File: src/rtl/camera_ingest_pkg.sv
// Shared constants and elaboration helpers for the camera stripe ingester.
// Exports: BLOCK_DIM, BLOCK_SIZE, width_of(), ebr_fits().
package camera_ingest_pkg;

    localparam int BLOCK_DIM  = 8;
    localparam int BLOCK_SIZE = 64;

    // Bit width able to index n items, never narrower than 1.
    function automatic int width_of(input int n);
        return (n > 1) ? $clog2(n) : 1;
    endfunction

    // True when every block slot of one line fits in one output RAM.
    function automatic bit ebr_fits(
        input int img_w,
        input int num_ebrs,
        input int addr_w
    );
        int blocks;
        int slots;
        blocks = img_w / BLOCK_DIM;
        slots  = (blocks + num_ebrs - 1) / num_ebrs;
        return (slots * BLOCK_SIZE) <= (1 << addr_w);
    endfunction

endpackage

File: src/rtl/cam_input_sync.sv
// Synchronises the raw camera bus into the system clock domain.
// Ports: cam_* in; registered edge strobes, synced levels and data out.
module cam_input_sync
    import camera_ingest_pkg::*;
#(
    parameter int PIX_W = 8
) (
    input  logic             clock,
    input  logic             nreset,
    input  logic             cam_pixclk,
    input  logic [PIX_W-1:0] cam_pixdata,
    input  logic             cam_hsync,
    input  logic             cam_vsync,
    output logic             pix_edge,
    output logic             hsync_rise,
    output logic             hsync_fall,
    output logic             vsync_rise,
    output logic             vsync_fall,
    output logic             hsync_lvl,
    output logic             vsync_lvl,
    output logic [PIX_W-1:0] data
);

    // Control bits packed as {pixclk, hsync, vsync}.
    logic [2:0]       ctl_s1;
    logic [2:0]       ctl_s2;
    logic [2:0]       ctl_h;
    logic [PIX_W-1:0] dat_s1;
    logic [PIX_W-1:0] dat_s2;
    logic [1:0]       warm;
    logic             primed;

    // Edges are masked until the pipeline holds real samples, so a
    // level already high when reset lifts is not mistaken for an edge.
    assign primed = (warm == 2'd3);

    always_ff @(posedge clock or negedge nreset) begin
        if (!nreset) begin
            ctl_s1     <= '0;
            ctl_s2     <= '0;
            ctl_h      <= '0;
            dat_s1     <= '0;
            dat_s2     <= '0;
            warm       <= '0;
            pix_edge   <= 1'b0;
            hsync_rise <= 1'b0;
            hsync_fall <= 1'b0;
            vsync_rise <= 1'b0;
            vsync_fall <= 1'b0;
            hsync_lvl  <= 1'b0;
            vsync_lvl  <= 1'b0;
            data       <= '0;
        end else begin
            ctl_s1 <= {cam_pixclk, cam_hsync, cam_vsync};
            ctl_s2 <= ctl_s1;
            ctl_h  <= ctl_s2;
            dat_s1 <= cam_pixdata;
            dat_s2 <= dat_s1;
            if (!primed) begin
                warm <= warm + 2'd1;
            end
            pix_edge   <= primed & ctl_s2[2] & ~ctl_h[2];
            hsync_rise <= primed & ctl_s2[1] & ~ctl_h[1];
            hsync_fall <= primed & ~ctl_s2[1] & ctl_h[1];
            vsync_rise <= primed & ctl_s2[0] & ~ctl_h[0];
            vsync_fall <= primed & ~ctl_s2[0] & ctl_h[0];
            hsync_lvl  <= ctl_s2[1];
            vsync_lvl  <= ctl_s2[0];
            data       <= dat_s2;
        end
    end

endmodule

File: src/rtl/camera_stripe_ingester.sv
// Reorders 8-line camera stripes into 8x8 blocks over a ring of banks.
// Ports: cam_* in; out_* RAM write port; stripe_* consumer handshake.
module camera_stripe_ingester
    import camera_ingest_pkg::*;
#(
    parameter int PIX_W      = 8,
    parameter int IMG_W      = 320,
    parameter int IMG_H      = 240,
    parameter int NUM_EBRS   = 5,
    parameter int NUM_BANKS  = 2,
    parameter int EBR_ADDR_W = 9,
    localparam int BW        = width_of(NUM_BANKS),
    localparam int EW        = width_of(NUM_EBRS)
) (
    input  logic                  clock,
    input  logic                  nreset,
    input  logic                  cam_pixclk,
    input  logic [PIX_W-1:0]      cam_pixdata,
    input  logic                  cam_hsync,
    input  logic                  cam_vsync,
    output logic [BW-1:0]         out_bank,
    output logic [EW-1:0]         out_ebr_sel,
    output logic [EBR_ADDR_W-1:0] out_addr,
    output logic [PIX_W-1:0]      out_pixval,
    output logic                  out_wren,
    output logic                  stripe_valid,
    output logic [BW-1:0]         stripe_bank,
    output logic                  stripe_last,
    input  logic                  stripe_release,
    output logic                  frame_start,
    output logic                  overflow,
    input  logic                  clear_overflow
);

    localparam int CW = width_of(IMG_W + 1);
    localparam int RW = width_of(IMG_H + 1);

    if (IMG_W % BLOCK_DIM != 0) begin : g_bad_w
        $error("IMG_W must be a multiple of 8");
    end
    if (IMG_H % BLOCK_DIM != 0) begin : g_bad_h
        $error("IMG_H must be a multiple of 8");
    end
    if (!ebr_fits(IMG_W, NUM_EBRS, EBR_ADDR_W)) begin : g_bad_a
        $error("EBR_ADDR_W too small for IMG_W/NUM_EBRS");
    end
    if (NUM_BANKS < 2) begin : g_bad_b
        $error("NUM_BANKS must be at least 2");
    end

    logic             pix_edge;
    logic             hs_rise;
    logic             hs_fall;
    logic             vs_rise;
    logic             vs_fall;
    logic             hs_lvl;
    logic             vs_lvl;
    logic [PIX_W-1:0] pix;

    cam_input_sync #(
        .PIX_W(PIX_W)
    ) u_sync (
        .clock      (clock),
        .nreset     (nreset),
        .cam_pixclk (cam_pixclk),
        .cam_pixdata(cam_pixdata),
        .cam_hsync  (cam_hsync),
        .cam_vsync  (cam_vsync),
        .pix_edge   (pix_edge),
        .hsync_rise (hs_rise),
        .hsync_fall (hs_fall),
        .vsync_rise (vs_rise),
        .vsync_fall (vs_fall),
        .hsync_lvl  (hs_lvl),
        .vsync_lvl  (vs_lvl),
        .data       (pix)
    );

    logic                  armed;
    logic [CW-1:0]         col;
    logic [RW-1:0]         row;
    logic                  line_pix;
    logic                  dropped;
    logic [NUM_BANKS-1:0]  full;
    logic [NUM_BANKS-1:0]  last;
    logic [BW-1:0]         wr_ptr;
    logic [BW-1:0]         rd_ptr;

    logic                  accept;
    logic                  stripe_start;
    logic                  rel_fire;
    logic                  wr_busy;
    logic                  drop_now;
    logic                  commit;
    int                    blk;
    logic [EW-1:0]         ebr_n;
    logic [EBR_ADDR_W-1:0] addr_n;
    logic [NUM_BANKS-1:0]  full_n;
    logic [NUM_BANKS-1:0]  last_n;

    function automatic logic [BW-1:0] ptr_inc(input logic [BW-1:0] p);
        return (p == BW'(NUM_BANKS - 1)) ? '0 : p + 1'b1;
    endfunction

    assign stripe_valid = full[rd_ptr];
    assign stripe_bank  = rd_ptr;
    assign stripe_last  = last[rd_ptr];

    always_comb begin
        accept = armed & pix_edge & hs_lvl & vs_lvl
               & (col < CW'(IMG_W))
               & (row < RW'(IMG_H));
        stripe_start = accept & ~line_pix & (row[2:0] == 3'd0);
        rel_fire = stripe_release & full[rd_ptr];
        // A bank released this very cycle is already free.
        wr_busy = full[wr_ptr]
                & ~(rel_fire & (rd_ptr == wr_ptr));
        drop_now = stripe_start ? wr_busy : dropped;
        commit = hs_fall & ~vs_fall & line_pix
               & (row[2:0] == 3'd7) & ~dropped;

        blk    = int'(col >> 3);
        ebr_n  = EW'(blk % NUM_EBRS);
        addr_n = EBR_ADDR_W'((blk / NUM_EBRS) * BLOCK_SIZE
               + int'(row[2:0]) * BLOCK_DIM
               + int'(col[2:0]));

        full_n = full;
        last_n = last;
        if (rel_fire) begin
            full_n[rd_ptr] = 1'b0;
        end
        if (commit) begin
            full_n[wr_ptr] = 1'b1;
            last_n[wr_ptr] = (row == RW'(IMG_H - 1));
        end
    end

    always_ff @(posedge clock or negedge nreset) begin
        if (!nreset) begin
            out_bank    <= '0;
            out_ebr_sel <= '0;
            out_addr    <= '0;
            out_pixval  <= '0;
            out_wren    <= 1'b0;
            frame_start <= 1'b0;
            overflow    <= 1'b0;
            armed       <= 1'b0;
            col         <= '0;
            row         <= '0;
            line_pix    <= 1'b0;
            dropped     <= 1'b0;
            full        <= '0;
            last        <= '0;
            wr_ptr      <= '0;
            rd_ptr      <= '0;
        end else begin
            out_wren    <= accept & ~drop_now;
            frame_start <= vs_rise;
            if (accept) begin
                out_bank    <= wr_ptr;
                out_ebr_sel <= ebr_n;
                out_addr    <= addr_n;
                out_pixval  <= pix;
            end

            if (vs_rise) begin
                armed    <= 1'b1;
                col      <= '0;
                row      <= '0;
                line_pix <= 1'b0;
                dropped  <= 1'b0;
            end else if (vs_fall) begin
                // Partial stripe is abandoned; wr_ptr stays put.
                line_pix <= 1'b0;
                dropped  <= 1'b0;
            end else begin
                if (hs_rise) begin
                    col      <= '0;
                    line_pix <= 1'b0;
                end
                if (accept) begin
                    col      <= col + 1'b1;
                    line_pix <= 1'b1;
                end
                if (stripe_start) begin
                    dropped <= wr_busy;
                end
                if (hs_fall && line_pix) begin
                    row      <= row + 1'b1;
                    line_pix <= 1'b0;
                end
            end

            if (stripe_start && wr_busy) begin
                overflow <= 1'b1;
            end else if (clear_overflow) begin
                overflow <= 1'b0;
            end

            full <= full_n;
            last <= last_n;
            if (commit) begin
                wr_ptr <= ptr_inc(wr_ptr);
            end
            if (rel_fire) begin
                rd_ptr <= ptr_inc(rd_ptr);
            end
        end
    end

endmodule
File: config.mk
export PLATFORM = sky130hd
export DESIGN_NAME = camera_stripe_ingester
export DESIGN_NICKNAME = d
export VERILOG_FILES = /design/src/rtl/camera_ingest_pkg.sv /design/src/rtl/cam_input_sync.sv /design/src/rtl/camera_stripe_ingester.sv
export SDC_FILE = /design/constraint.sdc
export NUM_CORES = 1
export LEC_CHECK = 0
export BUFFER_PORTS_ARGS = -buffer_cell sky130_fd_sc_hd__buf_2
export CAP_MARGIN = 40
export CORE_MARGIN = 3
export CORE_UTILIZATION = 63
export DETAILED_ROUTE_END_ITERATION = 12
export HOLD_SLACK_MARGIN = 0.12
export PLACE_DENSITY = 0.86
export SLEW_MARGIN = 20
export SYNTH_ARGS = -nofsm -noshare
export SYNTH_HDL_FRONTEND = slang
export SYNTH_SLANG_ARGS = --single-unit
File: constraint.sdc
create_clock -name clock -period 6.6 [get_ports clock]
set_input_delay 1.32 -clock clock [delete_from_list [all_inputs] [get_ports clock]]
set_output_delay 1.32 -clock clock [all_outputs]
set_load 0.01 [all_outputs]
# Yosys cells after proc, flatten, opt, wreduce, memory -nomap -nowiden
# Cells that the tools add are included.
[totals]
register_bits = 92
word_cells = 131
[op_classes]
n_mux = 32
bitwise = 38
n_addsub = 7
eq_ne = 5
n_lt_le_gt_ge = 6
div_mod_pow = 2
n_reduce_logical = 11
[op_table]
columns = ["op", "count"]
rows = [
  ["$mux 9", 4],
  ["$div 7x4->32 const B", 1],
  ["$mod 7x4->32 const B", 1],
  ["$and 1x1->1", 25],
  ["$mux 8", 3],
  ["$mux 1", 20],
  ["$not 1->1", 10],
  ["$add 9x1->9 const B", 1],
  ["$add 9x4->9", 1],
  ["$add 9x7->9", 1],
  ["$lt 9x9->1 const B", 1],
  ["$add 8x1->8 const B", 1],
  ["$eq 8x8->1 const B", 1],
  ["$lt 8x8->1 const B", 1],
  ["$reduce_bool 5->1", 1],
  ["$logic_and 1x1->1", 4],
  ["$lt 1x2->1 const B", 2],
  ["$mux 2", 2],
  ["$reduce_and 2->1", 2],
  ["$reduce_bool 2->1", 2],
  ["$eq 3x3->1 const B", 1],
  ["$logic_not 3->1", 1],
  ["$reduce_bool 3->1", 1],
  ["$add 1x1->1 const B", 2],
  ["10 further kinds", 12],
]

# Depth between registers and ports, before layout
# Gate-level depths: netlist of the first run.
[depth]
ltp_word = 10
depth_mapped = 19
mapped_depth_nobuf = 18

# By module
# From an unflattened synthesis of the first run, not the netlist that was laid out.
[unflattened]
cells_unflattened = 380
area_unflattened_um2 = 3958.8
[modules_own_cells]
columns = ["mod", "cells_per_inst", "area_each_um2", "n_inst", "seq_area_each_um2"]
rows = [
  ["camera_stripe_ingester", 332, 2871.5, 1, 1251.2],
  ["cam_input_sync", 48, 1087.3, 1, 1001.0],
]

# Worst setup path before layout of the first run
# No wires, ideal clock.
[synth_timing]
path_type = "register to register"
from = "register col[6]"
to = "register out_ebr_sel[1]"
n_path_buf = 1
arrival_ps = 3984
t_required_ps = 6474
path_slack_ps = 2490
synth_period_minus_slack_ps = 4110
stages_incl_launch_ff = 20
cell_sequence = "dfrtp_1 > buf_4 > nor2_1 > inv_1 > ha_1 > and2b_2 > a21boi_1 > o221ai_2 > inv_1 > ha_1 > o21ai_0 > a211o_1 > o221ai_1 > xnor2_1 > ha_1 > nor2b_1 > a32oi_1 > o31ai_2 > or2_1 > a221o_1"
[synth_between]
elab_chain_cells = 3
[synth_lines]
columns = ["element", "line_no", "text"]
rows = [
  ["start: declaration", "camera_stripe_ingester.sv:80", "logic [CW-1:0] col;"],
  ["start signal: assignment", "camera_stripe_ingester.sv:183", "col <= col + 1'b1;"],
  ["branches (longest 3 deep; another with $mod 7x4->32)", "--", ""],
  ["end signal: assignment", "camera_stripe_ingester.sv:162", "out_ebr_sel <= ebr_n;"],
  ["end: declaration", "camera_stripe_ingester.sv:22", "output logic [EW-1:0] out_ebr_sel,"],
]
# Several ways; the timed one is not identified.
# A chain may end at the register's enable or synchronous reset.

# Final worst setup path of the first run
# Ends and elaborated chain as after synthesis.

==> impl_metrics.csv, run 1 <==
group,metric,value,unit
worst_hold_path,hp-class,"register to register",
synth,synth_edf_count,0,
pwr,p_sw,261,uW
worst_setup_path,r2r-end,"out_ebr_sel[1]",
place,portBuffers,41,
sta,skew,0.00951,ns
route,drc,0,
floorplan,design.core.area,0.00606,sq mm
floorplan,io_pins,42,
final_layout,diodes,0,
sta,finalCriticalPeriod,4.84,ns
route,ant_nets,0,
route,detail_route.iter0.violations,270,
pwr,p_leak,0.00216,uW
synth,yosysWarnings,0,
clock_network,cts_buffer_depth,2,
route,viasPerCell,5.90,
route,finalWirelength,8150,microns
clock_network,cts_hold_buf,0,
worst_setup_path,reg2reg_depth,18,
synth,syn_area_per_cell,10.3,sq um
worst_setup_path,cp-start-kind,"register",
route,firstDrtPassIters,4,
sta,hold_viol,0,
synth,synth_cells,392,
clock_network,clock_latency,0.36,ns
place,dpl_worst_slack,1.85,ns
place,dpl.hpwl,5510,microns
global_routing,grt_pass1_vias,2998,
place,place_congestion,0.883,
worst_setup_path,worst_ep_arrival_time,5.08,ns
sta,rsz0062_at_grt,"false",
clock_network,htree_levels,3,
sta,worstMarginPinSlew,0.773,ns
clock_network,post_cts_resized,0,
clock_network,numCtsBuffers,9,
sta,finalMaxSlewViolations,0,
pwr,intPower,780,uW
global_routing,use_met2,0.408,
synth,ys_seq_area_frac,0.556,
pwr,peakVddDrop,0.224,mV
floorplan,die-area,0.00743,sq mm
worst_setup_path,crit_end,"out_ebr_sel[1]",
worst_setup_path,r2r-start,"col[6]",
floorplan,die_w,86.2,microns
synth,ys.flop_type,"dfrtp_1",
sta,holdWs,0.357,ns
floorplan,fp.dieH,86.2,microns
floorplan,start_util,0.668,
synth,synth_area_leaders,"dfrtp_1 (56%), nand2_1 (5.8%), nor2_1 (3.9%)",
global_routing,grt_pass1_wl,14000,microns
sta,period_share,0.733,
pwr,p_sw_frac,0.251,
clock_network,clockRootBuffer,"clkbuf_8",
status,outcome,"finished, final reports clean",
worst_setup_path,reg2reg_slack,1.76,ns
final_layout,nets,451,
sta,relSlewSlack,0.485,
worst_setup_path,cp-end-kind,"register",
pwr,pwr-share-seq,0.568,
global_routing,use_met1,0.306,
synth,syn_nets,417,
synth,async_reset_ff_frac,1.00,
sta,setup_viol,0,
global_routing,met3_usage,0.0428,
synth,synth_cell_types,66,
global_routing,overflow,0,
final_layout,drive_gt1_frac,0.188,
synth,syn_area,0.00405,sq mm
sta,max_freq,0.207,GHz
clock_network,tritoncts,"done",
global_routing,antenna_found_initial,0,
clock_network,cts_setup_buffers,0,
global_routing,grt_max_degree,68,
worst_hold_path,min_path_cells,0,
pwr,clkPwrFrac,0.376,
worst_setup_path,crit_path_max_fanout,26,
worst_setup_path,required,6.84,ns
synth,ys_seq_elements,90,
pwr,power_density,231,mW/mm^2
job,maxCapViolCount,0,
clock_network,cts.reportedPaths.clkPinSlew,0.10,ns
place,dpl_cell_area,0.00427,sq mm
sta,worst_slack,1.76,ns
final_layout,stdcell_area,0.00451,sq mm
clock_network,clock-sinks,90,
final_layout,areaGrowthSynthToFinish,11.3,%
global_routing,top_usage_layer,"met2",
worst_setup_path,startpoint,"col[6]",
sta,setup_tns,0,ns
worst_setup_path,critPathKind,"register to register",
global_routing,grt_use_total,0.240,
synth,yosys.area.top_type_share,0.556,
synth,yosysTopAreaCell,"dfrtp_1",
pwr,p_comb_frac,0.056,
floorplan,rows,28,
route,route.vias.total,2985,
route,avgRoutedWirePerCell,16.1,microns
flip-flops by register name (all words and copies together), names as in the netlist, 3 cells and up:
name	flops
u_sync.dat_s2	8
u_sync.ctl_s1	3
u_sync.dat_s1	8
out_addr	9
u_sync.data	8
col	9
out_ebr_sel	3
row	8
u_sync.ctl_h	3
u_sync.ctl_s2	3
out_pixval	8
critical path, stage by stage (launching register included):
cell	delay (ns)
dfrtp_1	0.82
nor2_1	0.12
inv_1	0.18
ha_1	0.30
nand2b_1	0.22
o21ai_1	0.23
o221ai_2	0.19
inv_1	0.15
ha_1	0.29
o21ai_0	0.14
a211o_1	0.32
o221ai_1	0.32
xnor2_1	0.19
ha_1	0.22
nor2b_1	0.12
a32oi_1	0.21
o31ai_2	0.14
or2_1	0.24
a221o_1	0.30
layout by cell type (no fill, tap or decap), drive strengths merged, types with 4 or more instances in the layout:
cell and n:
mux2 6, inv 14, ha 10, nor3 9, a21oi 22, nor2b 6, a211oi 4, o21ai 17
nand3 9, xor2 4, buf 45, and3 4, nor2 43, nand2b 7, nand2 63, xnor2 6
clkbuf 9, dfrtp 90
area by class of cell:
| class | instances | area [sq um] |
|---|---|---|
| timing repair buffer | 45 | 258 |
| tap | 75 | 93.8 |
| clock buffer | 9 | 124 |
| sequential | 90 | 2250 |
| fill | 417 | 1550 |
| multi-input combinational | 269 | 1650 |
| clock inverter | 7 | 85.1 |
| inverter | 11 | 41.3 |
per-layer routing:
| metal | vias up | wire, microns |
|---|---|---|
| met1 | 1460 | 3290 |
| met5 | - | 0 |
| met3 | 17 | 385 |
| li1 | 1417 | - |
| met2 | 91 | 4310 |
| met4 | 0 | 165 |
stage by stage:
stage               std cells  utilization  total power [uW]
floorplan                 392            -               623
global placement          489        0.705               655
detailed placement        489        0.705               660
CTS                       505        0.739              1050
global route              506        0.744              1080
finish                    506        0.744              1040
cell usage after synthesis, types with 3 or more instances:
cell type	number
a21oi_1	22
and3_1	4
buf_2	5
clkbuf_1	12
dfrtp_1	90
ha_1	10
inv_1	11
mux2_2	6
mux2i_1	3
nand2_1	63
nand2b_1	7
nand3_1	9
nand3b_1	3
nand4_1	3
nor2_1	42
nor2b_1	6
nor3_1	9
o21ai_0	15
xnor2_1	6
xor2_1	4
cell families (layout without fill, tap and decap cells):
group	count (synthesis)	in the layout	synth area share
compound gates	79	79	0.143
buf+inv	33	72	0.0358
fa+ha+maj	10	10	0.0309
flops	90	90	0.556
xor+xnor	10	10	0.0216
mux	9	9	0.0241
simple gates	161	161	0.188
power groups by stage:
stage	Sequential [uW]	Clock (uW)	Combinational, uW
2_1_floorplan	604	0	19.4
3_3_place_gp	600	0	55.4
3_5_place_dp	603	0	57.8
4_1_cts	592	398	58.1
5_1_grt	595	419	66.9
6_report	592	392	58.3
how the worst min path moves through the flow:
stage                           startpoint          endpoint  slack, ns
after floorplan           u_sync.ctl_s1[0]  u_sync.ctl_s2[0]       0.33
after global placement    u_sync.ctl_s1[1]  u_sync.ctl_s2[1]       0.33
after detailed placement  u_sync.dat_s1[3]  u_sync.dat_s2[3]       0.33
after CTS                 u_sync.dat_s1[3]  u_sync.dat_s2[3]       0.36
after global routing      u_sync.dat_s2[0]    u_sync.data[0]       0.37
final                     u_sync.dat_s1[3]  u_sync.dat_s2[3]       0.36
Power figures use the tool's default switching activity.
==> inputs of run 2 (changes only) <==
Settings changed: CORE_UTILIZATION 63 to 53, PLACE_DENSITY 0.86 to 0.77.
Clock period 6.6 ns to 4 ns, I/O delays scaled along.
==> impl_metrics.csv, run 2 (same netlist as run 1, synthesis figures left out) <==
group,metric,value,unit
job,maxCapViolCount,0,
pwr,peakVddDrop,0.314,mV
worst_setup_path,r2r-start,"col[6]",
sta,relSlewSlack,0.527,
sta,setup_viol,0,
floorplan,fp.dieH,93.4,microns
route,route.vias.total,2992,
worst_setup_path,startpoint,"col[6]",
final_layout,areaGrowthSynthToFinish,15.0,%
clock_network,cts_hold_buf,0,
final_layout,drive_gt1_frac,0.228,
worst_setup_path,crit_path_max_fanout,5,
worst_setup_path,critPathKind,"register to register",
worst_setup_path,worstPathCellList,"nor2_2 > inv_2 > ha_4 > and2b_2 > a21boi_2 > o221ai_2 > inv_2 > ha_4 > o21ai_0 > a211o_1 > o221ai_2 > xnor2_2 > ha_1 > nor2b_1 > a32oi_1 > o31ai_2 > or2_1 > a221o_1",
pwr,finalPower,1660,uW
clock_network,clockRootBuffer,"clkbuf_8",
worst_setup_path,cp_num_buf_inv,2,
global_routing,grt_use_total,0.198,
worst_hold_path,hp-class,"primary input to asynchronous set/reset pin",
floorplan,rows,31,
sta,period_share,0.943,
pwr,power_density,357,mW/mm^2
global_routing,overflow,0,
pwr,intPower,1240,uW
pwr,p_sw,419,uW
sta,finalMaxSlewViolations,0,
worst_setup_path,crit_end,"out_ebr_sel[1]",
floorplan,die-area,0.00873,sq mm
place,place_congestion,0.950,
route,finalWirelength,8160,microns
global_routing,grt_pass1_wl,13600,microns
route,drc,0,
place,place_inst,519,
clock_network,cts_buffer_depth,2,
sta,holdWs,0.269,ns
floorplan,die_w,93.4,microns
worst_setup_path,r2r-end,"out_ebr_sel[1]",
final_layout,final_common_cell,"dfrtp_1",
worst_setup_path,reg2reg_depth,18,
global_routing,grt_pass1_vias,2887,
pwr,clkPwrFrac,0.356,
pwr,pwr-share-seq,0.586,
final_layout,regArea,0.00225,sq mm
pwr,p_comb_frac,0.058,
pwr,p_sw_frac,0.252,
worst_setup_path,worst_ep_arrival_time,4.00,ns
clock_network,numCtsBuffers,9,
sta,skew,0.0111,ns
clock_network,tritoncts,"done",
clock_network,cts.reportedPaths.clkPinSlew,0.09,ns
worst_setup_path,critPathSlowestCell,"dfrtp_1",
final_layout,multi_input_area,0.00170,sq mm
final_layout,diodes,0,
route,avgRoutedWirePerCell,15.1,microns
worst_setup_path,cp-start-kind,"register",
sta,rsz0062_at_grt,"false",
clock_network,htree_levels,3,
final_layout,final_cells,542,
floorplan,start_util,0.552,
worst_setup_path,slowest_delay,0.39,ns
route,detail_route.iter0.violations,178,
floorplan,design.core.area,0.00733,sq mm
sta,hold_viol,0,
final_layout,most-common-layout-cells,"dfrtp_1 (90), nand2_1 (63), nor2_1 (41)",
worst_setup_path,worst-path-stages,18,
final_layout,nets,463,
worst_setup_path,required,4.23,ns
sta,setup_tns,0,ns
sta,finalCriticalPeriod,3.77,ns
sta,max_freq,0.265,GHz
route,ant_nets,0,
global_routing,antenna_found_initial,0,
route,firstDrtPassIters,4,
final_layout,final.fill_count,578,
final_layout,largestRegisters,"col (9), out_addr (9)",
clock_network,clock-sinks,90,
pwr,p_leak,0.00221,uW
place,portBuffers,41,
worst_setup_path,reg2reg_slack,0.23,ns
worst_setup_path,cp-end-kind,"register",
route,viasPerCell,5.52,
sta,worstMarginPinSlew,0.709,ns
worst_setup_path,crit_family,"compound AO/OA/AOI/OAI gates",
clock_network,clock_latency,0.35,ns
place,dpl.hpwl,5620,microns
global_routing,grt_max_degree,71,
floorplan,io_pins,42,
status,outcome,"finished, final reports clean",
-- run 2: cell types whose count changed in the layout (fill, tap and decap cells not counted), moves of 2 or more --
| cell | before | now |
|---|---|---|
| buf_4 | 4 | 16 |
| ha_1 | 10 | 8 |
| ha_4 | 0 | 2 |
| inv_1 | 11 | 9 |
| inv_2 | 0 | 2 |
-- run 2: worst min path at each step --
stage,from,end,slack [ns],cells past startpoint
2_1_floorplan,u_sync.ctl_s1[0],u_sync.ctl_s2[0],0.33,0
3_3_place_gp,u_sync.dat_s2[5],u_sync.data[5],0.33,0
3_5_place_dp,u_sync.ctl_s1[0],u_sync.ctl_s2[0],0.33,0
4_1_cts,u_sync.dat_s2[3],u_sync.data[3],0.34,0
5_1_grt,nreset,u_sync.data[4],0.25,1
6_report,nreset,u_sync.data[4],0.27,1
-- run 2: power by group through the flow --
stage               combinational, uW  sequential, uW  clock [uW]
finish                           96.6             974         591
global route                      110             979         640
CTS                              95.2             974         604
detailed placement               94.9             992           0
global placement                 91.7             991           0
floorplan                        32.1             996           0
-- run 2: per-stage QoR --
step / worst slack (ns) / util / area (sq um)
after floorplan: 0.0361 / - / 4070
after global placement: 0.172 / 0.595 / 4360
after detailed placement: 0.0146 / 0.595 / 4360
after CTS: 0.0419 / 0.624 / 4570
after global routing: 0.0233 / 0.635 / 4660
final: 0.226 / 0.635 / 4660
-- run 2: worst register-to-register path, delay by kind of cell (launching register included) --
kind | cells | cell delay (ns)
buffers and inverters | 2 | 0.17
DFF | 1 | 0.39
xor gates and xnor gates | 1 | 0.13
adders and majority gates | 3 | 0.63
and+or+nand+nor | 4 | 0.77
AOI/OAI and AO/OA | 8 | 1.54
-- run 2: what timing repair did --
| action | 4_1_cts | 5_1_grt |
|---|---|---|
| pin swaps | 1 | 5 |
| resized for setup | 2 | 4 |
| hold endpoints to repair | 0 | 0 |
| setup buffers | 1 | 5 |
| setup endpoints to repair | 1 | 4 |
-- run 2: layer usage --
layer	vias up	share of wire	track usage	wire length [microns]
met3	17	0.028	0.0362	232
met2	58	0.52	0.335	4240
met4	0	0.019	0.0904	159
li1	1439	-	-	-
met5	-	0	0	0
met1	1478	0.43	0.247	3530
-- run 2: final cells by class --
cell class | count | area share
flip-flops and latches | 90 | 0.483
multi-input cells | 269 | 0.364
repair buffers | 57 | 0.0747
clock buffers | 10 | 0.0295
well taps | 99 | 0.0266
clock inverters | 6 | 0.0124
inverters | 11 | 0.00886
